**src/rtl/t06_tick_sequencer_if.sv**
```systemverilog
// Request/done handshake bundle between the tick sequencer and the move,
// check, grow and draw engines.
interface t06_tick_sequencer_if;
    logic move_req;
    logic move_done;
    logic check_req;
    logic check_done;
    logic collision;
    logic apple;
    logic grow_req;
    logic grow_done;
    logic draw_req;
    logic draw_done;

    modport master (
        output move_req, check_req, grow_req, draw_req,
        input  move_done, check_done, collision, apple, grow_done, draw_done
    );

    modport slave (
        input  move_req, check_req, grow_req, draw_req,
        output move_done, check_done, collision, apple, grow_done, draw_done
    );
endinterface

```
**src/rtl/t06_tick_sequencer.sv**
```systemverilog
// Game-tick sequencer: runs MOVE -> CHECK -> (GROW) -> DRAW per body tick,
// with per-phase timeout, one-deep tick buffering and saturating counters.
module t06_tick_sequencer #(
    parameter int TIMEOUT = 1023,
    parameter int SCORE_W = 8
) (
    input  logic                 system_clk,
    input  logic                 nreset,
    input  logic [1:0]           game_state,
    input  logic                 body_tick,
    t06_tick_sequencer_if.master hs,
    output logic                 busy,
    output logic                 game_over,
    output logic [SCORE_W-1:0]   score,
    output logic [3:0]           overrun_cnt,
    output logic                 timeout_err
);
    localparam int TIMER_W = $clog2(TIMEOUT + 1);
    localparam logic [TIMER_W-1:0] TIMER_LAST = TIMER_W'(TIMEOUT - 1);

    typedef enum logic [2:0] {IDLE, MOVE, CHECK, GROW, DRAW} state_t;

    state_t               state, state_nxt;
    logic [TIMER_W-1:0]   timer, timer_nxt;
    logic                 pending, pending_nxt;
    logic [SCORE_W-1:0]   score_nxt;
    logic [3:0]           overrun_nxt;
    logic                 timeout_nxt;
    logic                 game_over_nxt;
    logic                 running;
    logic                 phase_done;

    assign running = (game_state == 2'b00);

    always_comb begin
        phase_done = 1'b0;
        case (state)
            MOVE:    phase_done = hs.move_done;
            CHECK:   phase_done = hs.check_done;
            GROW:    phase_done = hs.grow_done;
            DRAW:    phase_done = hs.draw_done;
            default: phase_done = 1'b0;
        endcase
    end

    always_comb begin
        state_nxt     = state;
        timer_nxt     = timer + 1'b1;
        pending_nxt   = pending;
        score_nxt     = score;
        overrun_nxt   = overrun_cnt;
        timeout_nxt   = timeout_err;
        game_over_nxt = 1'b0;

        if (!running) begin
            state_nxt   = IDLE;
            timer_nxt   = '0;
            pending_nxt = 1'b0;
        end else begin
            case (state)
                IDLE: begin
                    timer_nxt = '0;
                    if (body_tick || pending) begin
                        state_nxt = MOVE;
                        // a fresh tick arriving while a buffered one launches stays buffered
                        pending_nxt = pending && body_tick;
                    end
                end
                MOVE:  if (hs.move_done) state_nxt = CHECK;
                CHECK: begin
                    if (hs.check_done) begin
                        if (hs.collision) begin
                            state_nxt     = IDLE;
                            game_over_nxt = 1'b1;
                        end else if (hs.apple) begin
                            state_nxt = GROW;
                            if (score != '1) score_nxt = score + 1'b1;
                        end else begin
                            state_nxt = DRAW;
                        end
                    end
                end
                GROW:    if (hs.grow_done) state_nxt = DRAW;
                DRAW:    if (hs.draw_done) state_nxt = IDLE;
                default: state_nxt = IDLE;
            endcase

            if (state != IDLE && !phase_done && timer == TIMER_LAST) begin
                state_nxt   = IDLE;
                timeout_nxt = 1'b1;
            end

            if (state_nxt != state) timer_nxt = '0;

            if (state != IDLE && body_tick) begin
                if (!pending)
                    pending_nxt = 1'b1;
                else if (overrun_cnt != 4'hF)
                    overrun_nxt = overrun_cnt + 1'b1;
            end
        end
    end

    always_ff @(posedge system_clk) begin
        if (!nreset) begin
            state       <= IDLE;
            timer       <= '0;
            pending     <= 1'b0;
            score       <= '0;
            overrun_cnt <= '0;
            timeout_err <= 1'b0;
            game_over   <= 1'b0;
        end else begin
            state       <= state_nxt;
            timer       <= timer_nxt;
            pending     <= pending_nxt;
            score       <= score_nxt;
            overrun_cnt <= overrun_nxt;
            timeout_err <= timeout_nxt;
            game_over   <= game_over_nxt;
        end
    end

    assign hs.move_req  = (state == MOVE);
    assign hs.check_req = (state == CHECK);
    assign hs.grow_req  = (state == GROW);
    assign hs.draw_req  = (state == DRAW);
    assign busy         = (state != IDLE);
endmodule

```
**src/flat_wrapper.sv**
```systemverilog
// flat-port wrapper written by rule: the top's interface ports become plain ports
module t06_tick_sequencer_flat 
#(
    parameter int TIMEOUT = 1023,
    parameter int SCORE_W = 8
)
  (system_clk, nreset, game_state, body_tick, busy, game_over, score, overrun_cnt, timeout_err, hs_move_req, hs_check_req, hs_grow_req, hs_draw_req, hs_move_done, hs_check_done, hs_collision, hs_apple, hs_grow_done, hs_draw_done);
  t06_tick_sequencer_if hs_i ();
  input  logic system_clk;
  input  logic nreset;
  input  logic [1:0] game_state;
  input  logic body_tick;
  output logic busy;
  output logic game_over;
  output logic [SCORE_W-1:0] score;
  output logic [3:0] overrun_cnt;
  output logic timeout_err;
  output wire logic [$bits(hs_i.move_req)-1:0] hs_move_req;
  output wire logic [$bits(hs_i.check_req)-1:0] hs_check_req;
  output wire logic [$bits(hs_i.grow_req)-1:0] hs_grow_req;
  output wire logic [$bits(hs_i.draw_req)-1:0] hs_draw_req;
  input wire logic [$bits(hs_i.move_done)-1:0] hs_move_done;
  input wire logic [$bits(hs_i.check_done)-1:0] hs_check_done;
  input wire logic [$bits(hs_i.collision)-1:0] hs_collision;
  input wire logic [$bits(hs_i.apple)-1:0] hs_apple;
  input wire logic [$bits(hs_i.grow_done)-1:0] hs_grow_done;
  input wire logic [$bits(hs_i.draw_done)-1:0] hs_draw_done;
  assign hs_move_req = hs_i.move_req;
  assign hs_check_req = hs_i.check_req;
  assign hs_grow_req = hs_i.grow_req;
  assign hs_draw_req = hs_i.draw_req;
  assign hs_i.move_done = hs_move_done;
  assign hs_i.check_done = hs_check_done;
  assign hs_i.collision = hs_collision;
  assign hs_i.apple = hs_apple;
  assign hs_i.grow_done = hs_grow_done;
  assign hs_i.draw_done = hs_draw_done;
  t06_tick_sequencer #(.TIMEOUT(TIMEOUT), .SCORE_W(SCORE_W)) u_core (.system_clk(system_clk), .nreset(nreset), .game_state(game_state), .body_tick(body_tick), .hs(hs_i), .busy(busy), .game_over(game_over), .score(score), .overrun_cnt(overrun_cnt), .timeout_err(timeout_err));
endmodule
```
**config.mk**
```make
export PLATFORM = sky130hd
export DESIGN_NAME = t06_tick_sequencer_flat
export DESIGN_NICKNAME = d
export VERILOG_FILES = /design/src/rtl/t06_tick_sequencer_if.sv /design/src/rtl/t06_tick_sequencer.sv /design/src/flat_wrapper.sv
export SDC_FILE = /design/constraint.sdc
export NUM_CORES = 1
export LEC_CHECK = 0
export ABC_AREA = 1
export BUFFER_PORTS_ARGS = -buffer_cell sky130_fd_sc_hd__clkbuf_2
export CORE_MARGIN = 2
export CORE_UTILIZATION = 50
export CTS_BUF_LIST = sky130_fd_sc_hd__clkbuf_16
export CTS_CLUSTER_SIZE = 14
export DETAILED_ROUTE_END_ITERATION = 10
export PLACE_DENSITY = 0.72
export SLEW_MARGIN = 5
export SYNTH_ARGS = -nofsm -noshare
export SYNTH_HDL_FRONTEND = slang
export SYNTH_SLANG_ARGS = --single-unit
```
**constraint.sdc**
```tcl
create_clock -name system_clk -period 2.7 [get_ports system_clk]
set_input_delay 0.54 -clock system_clk [delete_from_list [all_inputs] [get_ports system_clk]]
set_output_delay 0.54 -clock system_clk [all_outputs]
set_load 0.005 [all_outputs]
```
; After elaboration in Yosys (flattened, before gate mapping)
; Cells that the tools add are included.
[totals]
regBits = 28
elab_cells = 52
in_bits = 11
out_inout_bits = 19
[classes]
n_eq_ne = 8
bitwise = 3
add_sub_neg = 3
n_reduce_logical = 15
n_mux = 16
[ops]
columns = operator, count
row1 = 3-bit 2-to-1 mux, 9
row2 = 3-bit one-hot mux with 5 select lines, 1
row3 = "10-bit by 1-bit adder with 10-bit output, second input constant", 1
row4 = "10-bit == test, second input constant", 1
row5 = "8-bit by 1-bit adder with 8-bit output, second input constant", 1
row6 = "8-bit != test, second input constant", 1
row7 = 4-bit AND reduction, 2
row8 = "3-bit by 2-bit == test with 1-bit output, second input constant", 2
row9 = 6-bit AND reduction, 1
row10 = 1-bit 2-to-1 mux, 5
row11 = "4-bit by 1-bit adder with 4-bit output, second input constant", 1
row12 = 1-bit logical AND, 4
row13 = "4-bit != test, second input constant", 1
row14 = 1-bit one-hot mux with 4 select lines, 1
row15 = 2-bit AND reduction, 2
row16 = 4-bit OR reduction, 1
row17 = "3-bit by 1-bit == test with 1-bit output, second input constant", 1
row18 = "3-bit == test, second input constant", 1
row19 = 3-bit zero test, 1
row20 = 3-bit != test, 1
row21 = 1-bit NOT, 3
row22 = 3-bit nonzero test, 1
row23 = 2-bit zero test, 1
row24 = 1-bit zero test, 1
row25 = 1-bit logical OR, 1

; Logic depth before layout (Yosys ltp)
; Gate-level depths: netlist (run 1).
[logic_depth]
depth_word = 9
mapped_depth = 12
ltp_nobuf = 12

; Worst setup path before layout (run 1)
; OpenSTA, ideal clock, no wires.
[synth_timing]
kind = input -> register
from = in game_state[1]
to = reg u_core.timer[0]
setup_slack_ns = 1.139
arrival_time_ns = 1.496
required_time_ns = 2.635
n_path_buf = 0
setup_time_ns = 0.065
cell_stages = 8
cell_sequence = or2_2 nor2_1 inv_1 a21oi_1 nand2_1 nor2_1 nand2_2 nor2_1
[synth_via]
elab_chain_cells = 3
[synth_lines]
columns = element, line
row1 = "start, declared", flat_wrapper.sv:11  ; input logic [1:0] game_state;
row2 = 2-bit zero test, t06_tick_sequencer.sv:33  ; assign running = (game_state == 2'b00);
row3 = 1-bit NOT (no source line), --
row4 = 4-bit OR reduction (no source line), --
row5 = "end signal, assigned", t06_tick_sequencer.sv:115  ; timer <= timer_nxt;
row6 = "end, declared", t06_tick_sequencer.sv:24  ; logic [TIMER_W-1:0] timer, timer_nxt;
; Every way passes these cells.
; A chain may end at the register's enable or synchronous reset.

; Worst setup path after layout (run 1)
[layout_timing]
from = reg u_core.state[2]
to = reg u_core.timer[8]
[layout_via]
elab_chain_cells = 9
word_cells_on_any_way = 20
cone_classes = eq/ne: 5 / mux: 9 / reduce/logical: 6
[layout_lines]
columns = element, line
row1 = "start, declared", t06_tick_sequencer.sv:23  ; state_t state, state_nxt;
row2 = "start signal, assigned", t06_tick_sequencer.sv:114  ; state <= state_nxt;
row3 = 3-bit == test (tied with other cells), "t06_tick_sequencer.sv:37, t06_tick_sequencer.sv:60"
row4 = 1-bit one-hot mux with 4 select lines, t06_tick_sequencer.sv:37  ; case (state)
row5 = 1-bit zero test, t06_tick_sequencer.sv:88  ; if (state != IDLE && !phase_done && timer == TIMER_LAST) begin
row6 = 1-bit logical AND (2 in series), t06_tick_sequencer.sv:88
row7 = 3-bit 2-to-1 mux, t06_tick_sequencer.sv:88
row8 = 3-bit 2-to-1 mux, t06_tick_sequencer.sv:55  ; if (!running) begin
row9 = 3-bit != test, t06_tick_sequencer.sv:93  ; if (state_nxt != state) timer_nxt = '0;
row10 = 4-bit OR reduction (no source line) *, --
; Mark *: on every way between the ends. The rest lies on a longest branch, timed or not. The select of a mux whose other input is x is not followed.

==> key figures, run 1 <==
Outcome
  • Outcome: completed

Worst setup path
  • Reg2reg setup slack: around 0.94 ns
  • Crit-path cells: inv_1, nand2_2, nand3_1, nor2_1, nand2_2, nand2_1, nor2_1, nor2_1, nand2_2, nor2_1
  • Critical path required time: 2.90 ns
  • Launching element type of the critical path: flop
  • Critical path class: reg2reg
  • Largest stage delay, worst path: roughly 0.52 ns
  • CP Data Arrival Time: approximately 2.0 ns
  • Critical path endpoint category: flop
  • CP max-delay cell: dfxtp_1
  • Worst path most repeated cell: nor2_1
  • CP max FO: 10

Detailed routing
  • ANT nets after route: 0
  • Drt wl/cell: between 10 and 15 um
  • Vias: 1309
  • DR DRC count: 0
  • Drt initial violations: 39
  • Drt via density: 4.88
  • Routed WL: about 2.7 mm
  • Drt first pass iters: 4

Power and ir drop
  • LEAKAGE: 0.733 nW
  • Worst vdd rail ir drop: a little under 0.5 mV
  • Pwr Density: 515 nW/um2
  • Final Total Pwr: 0.000872 W

Clocking
  • CTS Hold Bufs: 0
  • H-tree depth: 1
  • Clock sink count: 28
  • Post_cts resized: 0
  • Clock transition at path regs: 0.06 ns
  • Worst skew pair latency: 0.26 ns
  • CTS tree: done
  • CTS Buf Count: 3
  • Root Buffer: clkbuf_16
  • Setup Buffers After CTS: 0
  • CTS max path bufs: 2

Synthesis
  • Cell taking the most area after synthesis: dfxtp_1
  • Mapped cell area: around 1400 um2
  • Ys Warns: 0
  • Area contributors post-synth: dfxtp_1, nand2_1, nor2_1, inv_1, nand3_1
  • Top cell type's share of synthesized area: between 30% and 40%
  • Register area share after synthesis: between 30 and 40%
  • Distinct cells, synth: 19
  • Post-Syn Nets: roughly 220
  • Gate Count Post-Synth: just over 200
  • #FFs+latches synth: 28
  • Syn avg cell area: 6.89 um2

STA
  • Final Hold Fails: 0
  • Slew Viols, Final: 0
  • RSZ-0062 raised after global routing: false
  • Worst Skew: about 0.0038 ns
  • Worst Tran Pin Value: roughly 0.34 ns
  • Final setup fails: 0
  • Setup ws final: around 0.94 ns
  • Max_slew headroom: about 77%
  • Final period util: between 60% and 70%
  • Post-layout minimum cycle time: 1.76 ns
  • Setup TNS: 0 ns
  • Fmax: 0.568 GHz

Layout
  • Share of layout cells above drive strength 1: 16.9%
  • Layout net count: ~250
  • Layout overhead on the synthesized area: 19.2%
  • Final Cell Area: ~1700 um2
  • ANT cells: 0
  • Layout Cells excl Fill: roughly 270

Floorplan
  • # rows: 19
  • Die height: between 50 and 60 um
  • Initial Utilization: 51.9%
  • Core Area: ~2700 um2
  • # IOs: 30
  • Die area: 3280 um2
  • Die Width: roughly 57 um

Global routing
  • Number of global-route vias before repair: ~1100
  • First-pass GRT wire length: between 4 and 5 mm
  • Total grt overflow: 0
  • Largest net degree at the start of global routing: 17
  • Initial antenna violation count: 0
  • Gr usage total: 18.3%

Placement
  • GPL Wtd Cong: between 0.8 and 0.9
  • I/O Buffers: 29
  • Placed wire-length estimate: ~2.1 mm
  • Dpl cells: 264
  • Placed cell areas: between 1500 and 2000 um2
  • Pre-CTS WS: 0.906 ns

Run
  • Max-cap viol count: 0

Worst hold path
  • Worst hold path type: reg2reg
metrics by stage:
stage | hold slack, ns | util, %
floorplan | 0.430 | -
global placement | 0.447 | 58.0
detailed placement | 0.449 | 58.0
CTS | 0.465 | 61.9
global route | 0.487 | 61.9
finish | 0.457 | 61.9
layout make-up:
cell class | count | area, um2
flip-flops and latches | 28 | 561
inverters | 26 | 97.6
multi-input cells | 150 | 744
clock buffers | 3 | 75.1
clock inverters | 1 | 30.0
repair buffers | 29 | 145
well taps | 31 | 38.8
fillers | 255 | 1040
critical path, delay by kind of cell, from the launching register on:
kind                   cells  cell delay [ns]
AND/OR/NAND/NOR            9             1.04
flip-flops                 1             0.52
buffers and inverters      1             0.14
power breakdown:
part / internal [W] / switching [W] / total (W) / leakage [nW]
Sequential: 0.000413 / 0.000000948 / 0.000414 / 0.225
Combinational: 0.0000117 / 0.0000182 / 0.0000300 / 0.457
Clock: 0.000295 / 0.000132 / 0.000427 / 0.0511
Yosys cell counts:
master	number
xnor2_1	6
nor2_1	38
nor3_1	7
nand2_1	43
o21ai_0	9
ha_1	4
buf_6	1
buf_2	1
a21oi_1	11
nand2_2	4
nand3_1	15
nor2_4	1
nand4_1	3
inv_1	26
dfxtp_1	28
or2_2	1
xor2_1	6
nand3b_1	1
nor2_2	1
sequential cells by signal, indices dropped and copies added, names as in the netlist:
signal,flops
u_core.timer,10
u_core.overrun_cnt,4
u_core.score,8
u_core.state,3
u_core.timeout_err,1
u_core.pending,1
u_core.game_over,1
layer usage:
layer | GRT usage (%) | share of wire (%)
met1 | 23.6 | 50
met2 | 30.5 | 45
met3 | 4.76 | 3.9
met4 | 4.98 | 0.97
met5 | 0 | 0
path summary, 6_finish.rpt:
path,startpoint,to,cells after the start
max reg2reg,u_core.state[2],u_core.timer[8],10
min,u_core.timer[0],u_core.timer[0],1
max,u_core.state[2],u_core.timer[8],10
min reg2reg,u_core.timer[0],u_core.timer[0],1
placed cells by master, fill, tap and decap left out, drive strengths merged:
master,n
xor2,6
nand3b,1
nor2,40
bufinv,1
nor3,7
dfxtp,28
nand3,15
or2,1
o21ai,9
xnor2,6
nand4,3
inv,26
nand2,47
a21oi,11
clkbuf,32
ha,4
cell families (layout without fill, tap and decap cells):
| family | count (synthesis) | after routing | share of synthesized area, % |
|---|---|---|---|
| simple gates | 114 | 114 | 34.5 |
| flops | 28 | 28 | 39.5 |
| buf+inv | 28 | 59 | 8.02 |
| compound gates | 20 | 20 | 7.05 |
| xor+xnor | 12 | 12 | 7.41 |
| fa+ha+maj | 4 | 4 | 3.53 |
Note: power is estimated with default switching activity, not from simulation.
==> inputs of run 2 (changes only) <==
- CORE_UTILIZATION: 50 -> 48
- clock period: 2.7 -> 1.5 ns (I/O delays scaled with it)
==> key figures, run 2 (synthesis results as in run 1) <==
STA
  • Final Hold Fails: 0 (unchanged)
  • Setup TNS: -1.75 ns (-1.75 ns)
  • Worst Tran Pin Value: 0.256 ns (-0.0849 ns)
  • Final setup fails: 11 (+11)
  • Max_slew headroom: 82.8% (+5.6 points)
  • Slew Viols, Final: 0 (unchanged)
  • RSZ-0062 raised after global routing: true
  • Fmax: 0.586 GHz (+3.2%)
  • Worst Skew: 0.00397 ns (+0.000161 ns)
  • Post-layout minimum cycle time: 1.71 ns (-0.0542 ns)
  • Setup ws final: -0.207 ns (-1.15 ns)
  • Final period util: 114% (+49 points)

Clocking
  • H-tree depth: 1 (unchanged)
  • Root Buffer: clkbuf_16
  • Worst skew pair latency: 0.26 ns (about the same)
  • Clock sink count: 28 (unchanged)
  • CTS max path bufs: 2 (unchanged)
  • CTS Buf Count: 3 (unchanged)
  • CTS tree: done
  • CTS Hold Bufs: 0 (unchanged)
  • Clock transition at path regs: 0.07 ns (about the same)

Layout
  • Final Util: 76.2% (+14 points)
  • Max reg flops: 10 (unchanged)
  • Fillers: 208 (-18%)
  • Most frequent cells in the layout: nand2_1, buf_4, nor2_1
  • ANT cells: 0 (unchanged)
  • Reg area: 578 um2 (+3.1%)
  • Top reg by flops: u_core.timer
  • Share of layout cells above drive strength 1: 41.2% (+24 points)
  • Largest registers: u_core.timer: 10 flops, u_core.score: 8 flops, u_core.overrun_cnt: 4 flops
  • Multi-input logic area: 885 um2 (+19%)
  • Layout overhead on the synthesized area: 49.3%
  • Layout net count: 288 (+14%)
  • Most common cell after layout, fill and taps aside: nand2_1

Worst setup path
  • Critical path endpoint category: flop
  • Worst path most repeated cell: nand2_2
  • Reg2reg setup slack: -0.21 ns (-1.15 ns)
  • Cells on worst reg2reg path: 12 (+2)
  • CP max FO: 7 (-3)
  • Largest stage delay, worst path: 0.41 ns (-0.11 ns)
  • Crit-path cells: nand2_4, nor2_4, nand2_2, nand2_1, nor2_1, nand2_2, nand2_2, nand2_1, nand2_1, nor2_2, nand2_2, nor2_1
  • RR Endpoint: u_core.timer[1]
  • CP top delay family: simple AND/OR/NAND/NOR gates
  • Critical path buffers and inverters: 0 (-1)
  • Launching element type of the critical path: flop
  • Critical path required time: 1.70 ns (-1.20 ns)
  • Critical path class: reg2reg
  • Crit path depth: 12 (+2)
  • Worst R2R Start: u_core.state[1]
  • CP max-delay cell: dfxtp_4
  • CP Data Arrival Time: 1.91 ns (-0.05 ns)

Detailed routing
  • DR DRC count: 0 (unchanged)
  • Drt initial violations: 77 (+97%)
  • Routed WL: 3.85 mm (+43%)
  • Drt first pass iters: 4 (unchanged)
  • Drt via density: 5.13 (+4.9%)
  • ANT nets after route: 0 (unchanged)
  • Vias: 1553 (+19%)
  • Drt wl/cell: 12.7 um (+27%)

Power and ir drop
  • Pwr Density: 764 nW/um2 (+48%)
  • Gate power share: 5.0% (+1.6 points)
  • Switch share: 19.4% (+2.0 points)
  • LEAKAGE: 0.939 nW (+28%)
  • Int Pwr: 0.00131 W (+81%)
  • Sw Pwr: 0.000313 W (+110%)
  • Seq pwr share: 45.8% (-1.8 points)
  • Worst vdd rail ir drop: 1.01 mV (+100%)
  • Clk pwr share: 49.2% (+0.2 points)

Outcome
  • Failing checks: setup timing
  • Outcome: complete, but fails checks

Worst hold path
  • Min-delay src: hs_collision
  • Worst hold path type: in2reg
  • Hold path endpoint: u_core.game_over
  • Min-Delay Path Depth: 3 (+2)

Floorplan
  • Die Width: 58.4 um (+1.9%)
  • # IOs: 30 (unchanged)
  • Initial Utilization: 51.0% (-0.89 points)
  • Die area: 3410 um2 (+3.9%)
  • # rows: 19 (unchanged)
  • Die height: 58.4 um (+1.9%)
  • Core Area: 2780 um2 (+1.7%)

Global routing
  • First-pass GRT wire length: 5.52 mm (+17%)
  • Largest net degree at the start of global routing: 17 (unchanged)
  • Total grt overflow: 0 (unchanged)
  • Number of global-route vias before repair: 1335 (+16%)
  • Initial antenna violation count: 0 (unchanged)
  • Gr usage total: 20.6% (+2.2 points)

Run
  • Max-cap viol count: 0 (unchanged)

Placement
  • GPL Wtd Cong: 0.886 (+1.8%)
  • Placed wire-length estimate: 2.33 mm (+12%)
  • I/O Buffers: 29 (unchanged)
[run 2: cell types whose count changed in the layout (fill, tap and decap cells not counted), moves of 5 or more]
cell | previous run | this run
o21ai_0 | 9 | 4
dfxtp_2 | 0 | 5
buf_4 | 0 | 31
nand2_2 | 4 | 10
nor2_1 | 38 | 30
nand2_1 | 43 | 37
dfxtp_1 | 28 | 20
[run 2: timing repair]
| item | in CTS | in global routing |
|---|---|---|
| endpoints found under the setup margin | 12 | 22 |
| cloned | 1 | 0 |
| resized for setup | 22 | 36 |
| pin swaps | 6 | 15 |
| hold endpoints to repair | 0 | 0 |
| setup buffers | 6 | 3 |
[run 2: area by class of cell]
class	instances	share of cell area [%]
Multi-Input combinational cell	151	41.8
Sequential cell	28	27.3
Timing Repair Buffer	63	19.4
Inverter	26	4.73
Clock buffer	3	3.54
Tap cell	31	1.83
Clock inverter	1	1.42
[run 2: worst max-delay path by stage]
stage	slack (ns)	end	startpoint
floorplan	0.09	u_core.timer[0]	u_core.state[0]
global placement	-0.10	u_core.timer[1]	u_core.state[1]
detailed placement	-0.14	u_core.timer[4]	u_core.state[1]
CTS	-0.04	u_core.timer[4]	u_core.state[2]
global route	-0.30	u_core.timer[3]	u_core.state[1]
finish	-0.21	u_core.timer[1]	u_core.state[1]
[run 2: power groups by stage]
stage	Combinational (W)	Sequential, W	Clock (W)
after global routing	0.0000875	0.000742	0.000840
final	0.0000808	0.000742	0.000797
after detailed placement	0.0000675	0.000763	0
after global placement	0.0000666	0.000762	0
after CTS	0.0000722	0.000741	0.000805
after floorplan	0.0000314	0.000762	0
[run 2: worst register-to-register path: cells and delay by family (launching register included)]
family	cells	cell delay, ns
simple gates	12	1.25
flops	1	0.41
[run 2: stage by stage]
stage                     total power, W  instances  hold WS (ns)  area [um2]  setup slack, ns
after detailed placement        0.000830        289         0.457        1770           -0.136
after CTS                        0.00162        300         0.310        1990          -0.0371
after floorplan                 0.000794        206         0.430        1420           0.0895
after global placement          0.000829        289         0.465        1770           -0.104
after global routing             0.00167        303         0.323        2120           -0.303
final                            0.00162        303         0.322        2120           -0.207
[run 2: routing by layer]
metal	track usage, %	vias to the layer above	wire [um]
met5	0	-	0
met4	4.65	0	23
met3	3.30	4	175
met2	35.3	46	1960
met1	27.2	718	1690
li1	-	785	-
==> inputs of run 3 (changes only) <==
- SETUP_SLACK_MARGIN: not set -> 0.02
==> key figures, run 3 (synthesis results as in run 1) <==
Layout
  • Layout net count: 288 (unchanged)
  • ANT cells: 0 (unchanged)
  • Most frequent cells in the layout: nand2_1, buf_4, nor2_1
  • Share of layout cells above drive strength 1: 41.9% (+0.74 points)
  • Most common cell after layout, fill and taps aside: nand2_1
  • Top reg by flops: u_core.timer
  • Largest registers: u_core.timer: 10 flops, u_core.score: 8 flops, u_core.overrun_cnt: 4 flops
  • Max reg flops: 10 (unchanged)
  • Layout overhead on the synthesized area: 49.8%

Worst setup path
  • Worst R2R Start: u_core.state[1]
  • Crit-path cells: nand2_4, nor2_4, nand2_2, nand2_1, nor2_1, nand2_2, nand2_2, nand2_1, nand2_1, nor2_2, nand2_2, nor2_1
  • CP max-delay cell: dfxtp_4
  • Reg2reg setup slack: -0.20 ns (about the same)
  • Launching element type of the critical path: flop
  • Cells on worst reg2reg path: 12 (unchanged)
  • RR Endpoint: u_core.timer[1]
  • CP max FO: 7 (unchanged)
  • Critical path required time: 1.71 ns (about the same)
  • Critical path endpoint category: flop
  • Worst path most repeated cell: nand2_2
  • Critical path class: reg2reg
  • CP Data Arrival Time: 1.90 ns (about the same)
  • Largest stage delay, worst path: 0.41 ns (about the same)

STA
  • Worst Skew: 0.00498 ns (+0.00101 ns)
  • Slew Viols, Final: 0 (unchanged)
  • Final period util: 113% (-0.60 points)
  • RSZ-0062 raised after global routing: true
  • Final setup fails: 11 (unchanged)
  • Max_slew headroom: 84.4% (+1.6 points)
  • Final Hold Fails: 0 (unchanged)
  • Post-layout minimum cycle time: 1.70 ns (-0.00894 ns)
  • Worst Tran Pin Value: 0.233 ns (-0.0238 ns)
  • Setup ws final: -0.198 ns (+0.00894 ns)
  • Fmax: 0.589 GHz (+0.53%)

Detailed routing
  • Drt via density: 5.16 (+0.71%)
  • Drt initial violations: 81 (+5.2%)
  • Drt first pass iters: 4 (unchanged)
  • Drt wl/cell: 12.8 um (+0.62%)
  • Vias: 1564 (+0.71%)
  • ANT nets after route: 0 (unchanged)
  • Routed WL: 3.87 mm (+0.62%)
  • DR DRC count: 0 (unchanged)

Global routing
  • Largest net degree at the start of global routing: 17 (unchanged)
  • M3 GR Usage: 3.30% (unchanged)
  • GRT busiest layer: met2
  • Gr usage total: 20.6% (unchanged)
  • First-pass GRT wire length: 5.52 mm (unchanged)
  • M2 GR Usage: 35.3% (unchanged)
  • Number of global-route vias before repair: 1335 (unchanged)
  • Total grt overflow: 0 (unchanged)
  • Met1 Track Usage GR: 27.2% (unchanged)
  • Initial antenna violation count: 0 (unchanged)

Floorplan
  • Die height: 58.4 um (unchanged)
  • # IOs: 30 (unchanged)
  • Die area: 3410 um2 (unchanged)
  • # rows: 19 (unchanged)
  • Initial Utilization: 51.0% (unchanged)
  • Die Width: 58.4 um (unchanged)
  • Core Area: 2780 um2 (unchanged)

Power and ir drop
  • Gate power share: 5.0% (about the same)
  • Worst vdd rail ir drop: 1.01 mV (-0.25%)
  • Clk pwr share: 49.2% (about the same)
  • Final Total Pwr: 0.00162 W (about the same)
  • Seq pwr share: 45.8% (about the same)
  • Pwr Density: 762 nW/um2 (-0.34%)
  • Sw Pwr: 0.000314 W (about the same)
  • LEAKAGE: 0.940 nW (+0.12%)
  • Switch share: 19.4% (about the same)
  • Int Pwr: 0.00131 W (about the same)

Clocking
  • CTS tree: done
  • CTS max path bufs: 2 (unchanged)
  • H-tree depth: 1 (unchanged)
  • Root Buffer: clkbuf_16
  • Clock transition at path regs: 0.07 ns (about the same)
  • CTS Buf Count: 3 (unchanged)
  • Worst skew pair latency: 0.26 ns (about the same)
  • Clock sink count: 28 (unchanged)
  • CTS Hold Bufs: 0 (unchanged)

Run
  • Max-cap viol count: 0 (unchanged)

Placement
  • GPL Wtd Cong: 0.886 (unchanged)
  • Pre-CTS WS: -0.136 ns (unchanged)
  • Placed wire-length estimate: 2.33 mm (unchanged)
  • I/O Buffers: 29 (unchanged)

Worst hold path
  • Min-delay src: hs_collision
  • Hold path endpoint: u_core.game_over
  • Worst hold path type: in2reg
  • Min-Delay Path Depth: 3 (unchanged)

Outcome
  • Outcome: complete, but fails checks
  • Failing checks: setup timing
run 3: cell counts in the layout (fill, tap and decap cells not counted):
Identical to the previous run, type by type.
run 3: critical path: cells and delay by family (launching register included):
family / cells / cell delay [ns]
and+or+nand+nor: 12 / 1.21
DFF: 1 / 0.41
run 3: final cells by class:
class / instances / area [um2]
multi-input combinational: 151 / 892
fill: 205 / 656
sequential: 28 / 578
timing repair buffer: 63 / 412
inverter: 26 / 100
clock buffer: 3 / 75.1
tap: 31 / 38.8
clock inverter: 1 / 30.0
run 3: power by group through the flow:
stage	Clock (W)	Sequential, W	Combinational (W)
after floorplan	0	0.000762	0.0000314
after detailed placement	0	0.000763	0.0000675
after CTS	0.000805	0.000741	0.0000722
after global placement	0	0.000762	0.0000666
after global routing	0.000840	0.000742	0.0000879
final	0.000796	0.000742	0.0000814
run 3: worst max path at each step:
stage               startpoint               to  slack [ns]  depth (start not counted)
6_report       u_core.state[1]  u_core.timer[1]       -0.20                         12
5_1_grt        u_core.state[1]  u_core.timer[3]       -0.30                         12
4_1_cts        u_core.state[2]  u_core.timer[4]       -0.04                         12
3_5_place_dp   u_core.state[1]  u_core.timer[4]       -0.14                         11
3_3_place_gp   u_core.state[1]  u_core.timer[1]       -0.10                         11
2_1_floorplan  u_core.state[0]  u_core.timer[0]        0.09                         11
run 3: routing by layer:
layer,vias to the layer above,part of all wire (%)
met2,46,50
met1,720,43
met5,-,0
li1,789,-
met3,9,5.0
met4,0,1.3
run 3: metrics by stage:
stage	TNS [ns]	util, %	std cells	hold slack (ns)	instance area (um2)
after global placement	-0.927	63.8	289	0.465	1770
after floorplan	0	-	206	0.430	1420
final	-1.67	76.4	303	0.322	2130
after detailed placement	-1.10	63.8	289	0.457	1770
after global routing	-2.80	76.4	303	0.323	2130
after CTS	-0.0555	71.6	300	0.310	1990
run 3: repair_timing:
| item | 4_1_cts | 5_1_grt |
|---|---|---|
| resized for setup | 22 | 38 |
| pin swaps | 6 | 18 |
| endpoints found under the setup margin | 16 | 22 |
| setup buffers | 6 | 3 |
| cloned | 1 | 0 |
| endpoints found under the hold margin | 0 | 0 |
